$ cat config.mk
export PLATFORM = sky130hd
export DESIGN_NAME = rr_arb_mux_flat
export DESIGN_NICKNAME = d
export VERILOG_FILES = /design/src/rtl/rr_arb_mux_if.sv /design/src/rtl/rr_arb_mux.sv /design/src/flat_wrapper.sv
export SDC_FILE = /design/constraint.sdc
export NUM_CORES = 1
export LEC_CHECK = 0
export ABC_AREA = 1
export BUFFER_PORTS_ARGS = -buffer_cell sky130_fd_sc_hd__clkbuf_2
export CELL_PAD_IN_SITES_DETAIL_PLACEMENT = 0
export CELL_PAD_IN_SITES_GLOBAL_PLACEMENT = 2
export CORE_MARGIN = 4
export CORE_UTILIZATION = 21
export DETAILED_ROUTE_END_ITERATION = 10
export PLACE_DENSITY = 0.9
export SYNTH_ARGS = -nofsm -noshare
export SYNTH_HDL_FRONTEND = slang
export SYNTH_SLANG_ARGS = --single-unit
$ cat constraint.sdc
create_clock -name clk -period 3 [get_ports clk]
set_input_delay 0.6 -clock clk [delete_from_list [all_inputs] [get_ports clk]]
set_output_delay 0.6 -clock clk [all_outputs]
set_load 0.01 [all_outputs]
$ cat src/rtl/rr_arb_mux_if.sv
// rtl/rr_arb_mux_if.sv - valid/ready bus bundle (N producers, one consumer) for rr_arb_mux
interface rr_arb_mux_if #(
    parameter int N = 4,
    parameter int W = 32
);
    localparam int SELW = (N > 1) ? $clog2(N) : 1;

    logic [N-1:0]   in_valid;
    logic [N*W-1:0] in_data;
    logic [N-1:0]   in_ready;
    logic           out_valid;
    logic [W-1:0]   out_data;
    logic [SELW-1:0] out_sel;
    logic           out_ready;

    modport master (
        output in_valid, in_data, out_ready,
        input  in_ready, out_valid, out_data, out_sel
    );

    modport slave (
        input  in_valid, in_data, out_ready,
        output in_ready, out_valid, out_data, out_sel
    );
endinterface

$ cat src/rtl/rr_arb_mux.sv
// rtl/rr_arb_mux.sv - N-input round-robin arbitrated registered mux with valid/ready; optional ARB_MUX_FORCE_EN
module rr_arb_mux #(
    parameter int N = 4,
    parameter int W = 32,
    localparam int SELW = (N > 1) ? $clog2(N) : 1
) (
    input  logic            clk,
    input  logic            rst_n,
`ifdef ARB_MUX_FORCE_EN
    input  logic            force_en,
    input  logic [SELW-1:0] force_sel,
`endif
    rr_arb_mux_if.slave     bus
);

    logic [SELW-1:0] r_ptr;
    logic            r_out_valid;
    logic [W-1:0]    r_out_data;
    logic [SELW-1:0] r_out_sel;

    logic            w_free;
    logic            w_any;
    logic            w_load;
    logic            w_forced;
    logic [SELW-1:0] w_gnt;
    logic [SELW-1:0] w_idx;
    logic [SELW-1:0] w_ptr_next;
    logic [W-1:0]    w_gnt_data;
    logic [N-1:0]    w_in_ready;

    // Scan from the highest offset down so the lowest offset from r_ptr wins.
    always_comb begin
        w_any    = 1'b0;
        w_gnt    = '0;
        w_idx    = '0;
        w_forced = 1'b0;
        for (int k = N - 1; k >= 0; k--) begin
            w_idx = SELW'((int'(r_ptr) + k) % N);
            if (bus.in_valid[w_idx]) begin
                w_any = 1'b1;
                w_gnt = w_idx;
            end
        end
`ifdef ARB_MUX_FORCE_EN
        if (force_en) begin
            w_forced = 1'b1;
            w_any    = 1'b0;
            w_gnt    = '0;
            for (int i = 0; i < N; i++) begin
                if (force_sel == SELW'(i) && bus.in_valid[i]) begin
                    w_any = 1'b1;
                    w_gnt = SELW'(i);
                end
            end
        end
`endif
    end

    always_comb begin
        w_gnt_data = '0;
        for (int i = 0; i < N; i++) begin
            if (w_gnt == SELW'(i)) begin
                w_gnt_data = bus.in_data[i*W +: W];
            end
        end
    end

    assign w_free     = !r_out_valid || bus.out_ready;
    assign w_load     = w_free && w_any;
    assign w_ptr_next = (w_gnt == SELW'(N - 1)) ? '0 : w_gnt + SELW'(1);

    // Gated by rst_n so no producer sees an accept while the block is held in reset.
    always_comb begin
        w_in_ready = '0;
        for (int i = 0; i < N; i++) begin
            w_in_ready[i] = rst_n && w_load && (w_gnt == SELW'(i));
        end
    end

    always_ff @(posedge clk or negedge rst_n) begin
        if (!rst_n) begin
            r_ptr       <= '0;
            r_out_valid <= 1'b0;
            r_out_data  <= '0;
            r_out_sel   <= '0;
        end else if (w_load) begin
            r_out_valid <= 1'b1;
            r_out_data  <= w_gnt_data;
            r_out_sel   <= w_gnt;
            if (!w_forced) begin
                r_ptr <= w_ptr_next;
            end
        end else if (r_out_valid && bus.out_ready) begin
            r_out_valid <= 1'b0;
        end
    end

    assign bus.in_ready  = w_in_ready;
    assign bus.out_valid = r_out_valid;
    assign bus.out_data  = r_out_data;
    assign bus.out_sel   = r_out_sel;

endmodule

$ cat src/flat_wrapper.sv
// flat-port wrapper written by rule: the top's interface ports become plain ports
module rr_arb_mux_flat 
#(
    parameter int N = 4,
    parameter int W = 32,
    localparam int SELW = (N > 1) ? $clog2(N) : 1
)
  (clk, rst_n, bus_in_valid, bus_in_data, bus_out_ready, bus_in_ready, bus_out_valid, bus_out_data, bus_out_sel);
  rr_arb_mux_if #(.N(N), .W(W)) bus_i ();
  input  logic clk;
  input  logic rst_n;
  input wire logic [$bits(bus_i.in_valid)-1:0] bus_in_valid;
  input wire logic [$bits(bus_i.in_data)-1:0] bus_in_data;
  input wire logic [$bits(bus_i.out_ready)-1:0] bus_out_ready;
  output wire logic [$bits(bus_i.in_ready)-1:0] bus_in_ready;
  output wire logic [$bits(bus_i.out_valid)-1:0] bus_out_valid;
  output wire logic [$bits(bus_i.out_data)-1:0] bus_out_data;
  output wire logic [$bits(bus_i.out_sel)-1:0] bus_out_sel;
  assign bus_i.in_valid = bus_in_valid;
  assign bus_i.in_data = bus_in_data;
  assign bus_i.out_ready = bus_out_ready;
  assign bus_in_ready = bus_i.in_ready;
  assign bus_out_valid = bus_i.out_valid;
  assign bus_out_data = bus_i.out_data;
  assign bus_out_sel = bus_i.out_sel;
  rr_arb_mux #(.N(N), .W(W)) u_core (.clk(clk), .rst_n(rst_n), .bus(bus_i));
endmodule
==> metrics <==
# diodes 0; DRC viols 0; largest net degree at the start of global routing 42; post-route setup TNS 0 ns; placed insts 694; Tcrit/Tclk final 92.0%; flops & latches, synth 37; chip width around 120 µm; Post-Layout Cell Count 703; clock skew 0.00376 ns; Iter 0 DRT Violations about 140; status complete, no violations; Detail Route Antenna Nets 0; relative slew slack 67.1%; CTS root buf clkbuf_16; Max H-tree Level 2; FF-to-FF path depth 16; Initial DRT Pass Iterations 4; vias in the first global route roughly 3200; initial antenna violation count 0; CP max stage cell dfrtp_2; via count between 3000 and 4000; Most Frequent Cell on Critical Path nand2_1; Clock Latency Late Sink 0.28 ns; Worst Setup Start Kind flip-flop; share of layout cells above drive strength 1 around 38%; WS Path Type reg2out; FP Rows 40; CP required 2.40 ns; CP arrival 2.16 ns; Worst-path clk slew 0.05 ns; HP Class in2async; sequential share of the synthesized area 35.3%; f_max 363 MHz; R2R Setup Slk 0.35 ns; hold violation total from the final report 0; clk sinks 37; first-pass GRT wire length roughly 16000 µm; Final Critical Period 2.76 ns; cts hold-fix bufs 0; WL per Instance 14.1 µm; Cell Area, Synth about 2600 µm²; slowest stage delay, CP around 0.5 ns; clk buf depth 2; Port Buffers 173; commonest non-fill, non-tap cell in the layout clkbuf_2; most frequent cells in the layout clkbuf_2, nand2_1, nand3_1; grt total ovfl 0; Fillers approximately 1400; static leakage 1.98 nW; Pwr per Cell Area 1400 nW/µm²; final wirelength roughly 9900 µm; Gate Count Post-Synth roughly 370; Setup Viol. Count Final 0; ordered list of cells on the worst path inv_6 -> nand2_1 -> nand2_2 -> nand2_1 -> nand2_1 -> nand2_1 -> nand2_1 -> nand2_1 -> nand2_1 -> ha_1 -> clkinvlp_4 -> nor2_1 -> clkbuf_2; GRT Total Usage 13.6%; total CTS buffers 5; Area Growth Syn to Fin 45.2%; height of the die 120 µm; core area 12100 µm²; Total Nets Final 674; DP HPWL between 7000 and 8000 µm; Max FO, Critical Path 9; Avg Inst Size Synth between 7 and 8 µm²; worst reg2reg startpoint u_core.r_ptr[0]$_DFFE_PN0N_; GPL Wtd Cong 0.772; vias per inst 4.31; Initial Utilization 21.7%; Peak VDD IR 0.423 mV; CTS tree done; CP Capture Type output pin; RR Endpoint u_core.bus.out_data[31]$_DFFE_PN0N_; Worst-Margin Slew 0.494 ns; RSZ-0062 raised after global routing false; Yosys warning total 0; Mapped Nets 511; maxcap violations 0; num ports 174; fin. max-slew vios 0; Netlist cell types 21; DIE AREA ~14000 µm²
==> report_power, final <==
part           total [mW]  internal, mW  leakage (nW)  switching (mW)
clock               0.511         0.326        0.0700           0.185
sequential          0.947         0.777         0.428           0.170
combinational        3.89          1.56          1.48            2.33
==> logic make-up (layout without fill, tap and decap cells) <==
| kind of cell | after synthesis | after routing | share of synthesized area [%] |
|---|---|---|---|
| AND/OR/NAND/NOR | 185 | 185 | 29.4 |
| adder cells (fa/ha/maj) | 4 | 4 | 1.91 |
| AO/OA/AOI/OAI | 101 | 101 | 25.4 |
| flip-flops | 37 | 37 | 35.3 |
| buffers and inverters | 45 | 208 | 7.96 |
==> synthesized netlist by cell type <==
cell | number | share of area [%]
a21oi_1 | 32 | 6.1
nand2_1 | 130 | 19
dfrtp_1 | 37 | 35
inv_6 | 1 | 0.33
inv_1 | 15 | 2.1
o21ai_0 | 1 | 0.19
buf_6 | 3 | 1.3
buf_4 | 1 | 0.29
buf_2 | 7 | 1.3
o21a_1 | 32 | 9.1
nand3_1 | 39 | 7.4
nor2_1 | 10 | 1.4
buf_1 | 1 | 0.14
nor3_4 | 1 | 0.62
nor2_4 | 1 | 0.43
o211ai_1 | 32 | 9.1
nand2_2 | 4 | 0.95
clkbuf_1 | 17 | 2.4
o21ai_1 | 3 | 0.57
o21bai_1 | 1 | 0.29
ha_1 | 4 | 1.9
==> what timing repair did <==
item / in CTS / in global routing
hold endpoints to repair: 0 / 0
buffers inserted: 1 / 1
resized for setup: 2 / 1
endpoints found under the setup margin: 1 / 1
==> layer usage <==
layer / track usage, % / up-vias / part of all wire, %
met1: 16.7 / 1347 / 43
met2: 24.0 / 101 / 49
met5: 0 / - / 0
met4: 3.29 / 0 / 1.1
li1: - / 1578 / -
met3: 3.11 / 6 / 6.7
==> worst max-delay path by stage <==
stage / cells after the start / to / startpoint / slack [ns]
2_1_floorplan: 13 / bus_in_ready[2] / bus_in_valid[0] / 0.32
3_3_place_gp: 13 / bus_in_ready[2] / bus_in_valid[0] / 0.14
3_5_place_dp: 13 / bus_in_ready[2] / bus_in_valid[0] / 0.13
4_1_cts: 13 / bus_in_ready[2] / u_core.r_ptr[0]$_DFFE_PN0N_ / 0.19
5_1_grt: 13 / bus_in_ready[2] / u_core.r_ptr[0]$_DFFE_PN0N_ / 0.05
6_report: 13 / bus_in_ready[2] / u_core.r_ptr[0]$_DFFE_PN0N_ / 0.24
==> through the flow <==
step	setup WS, ns	instance area (µm²)	utilization, %	hold slack [ns]	total power [mW]
after CTS	0.190	3800	31.4	0.421	5.45
final	0.241	3810	31.5	0.392	5.35
after floorplan	0.317	2630	-	0.304	3.70
after global routing	0.0520	3810	31.5	0.448	5.97
after detailed placement	0.125	3650	30.1	0.483	4.87
after global placement	0.140	3650	30.1	0.472	4.82
==> layout make-up <==
class / instances / area [µm²] / share of cell area, %
multi-input cells: 290 / 1500 / 39.2
inverters: 16 / 68.8 / 1.80
repair buffers: 185 / 968 / 25.4
clock buffers: 7 / 143 / 3.74
well taps: 168 / 210 / 5.51
flip-flops and latches: 37 / 927 / 24.3
==> state kept, by name (all words and copies together) (netlist names) <==
register and cells:
u_core.bus.out_sel 2, u_core.r_ptr 2, u_core.bus.out_valid 1, u_core.bus.out_data 32
==> worst max-delay path, delay by kind of cell (launching register included) <==
kind | cells | cell delay [ns]
adder cells (fa/ha/maj) | 1 | 0.24
buffers and inverters | 3 | 0.37
AND/OR/NAND/NOR | 9 | 0.78
flip-flops | 1 | 0.49
Power figures use the tool's default switching activity.
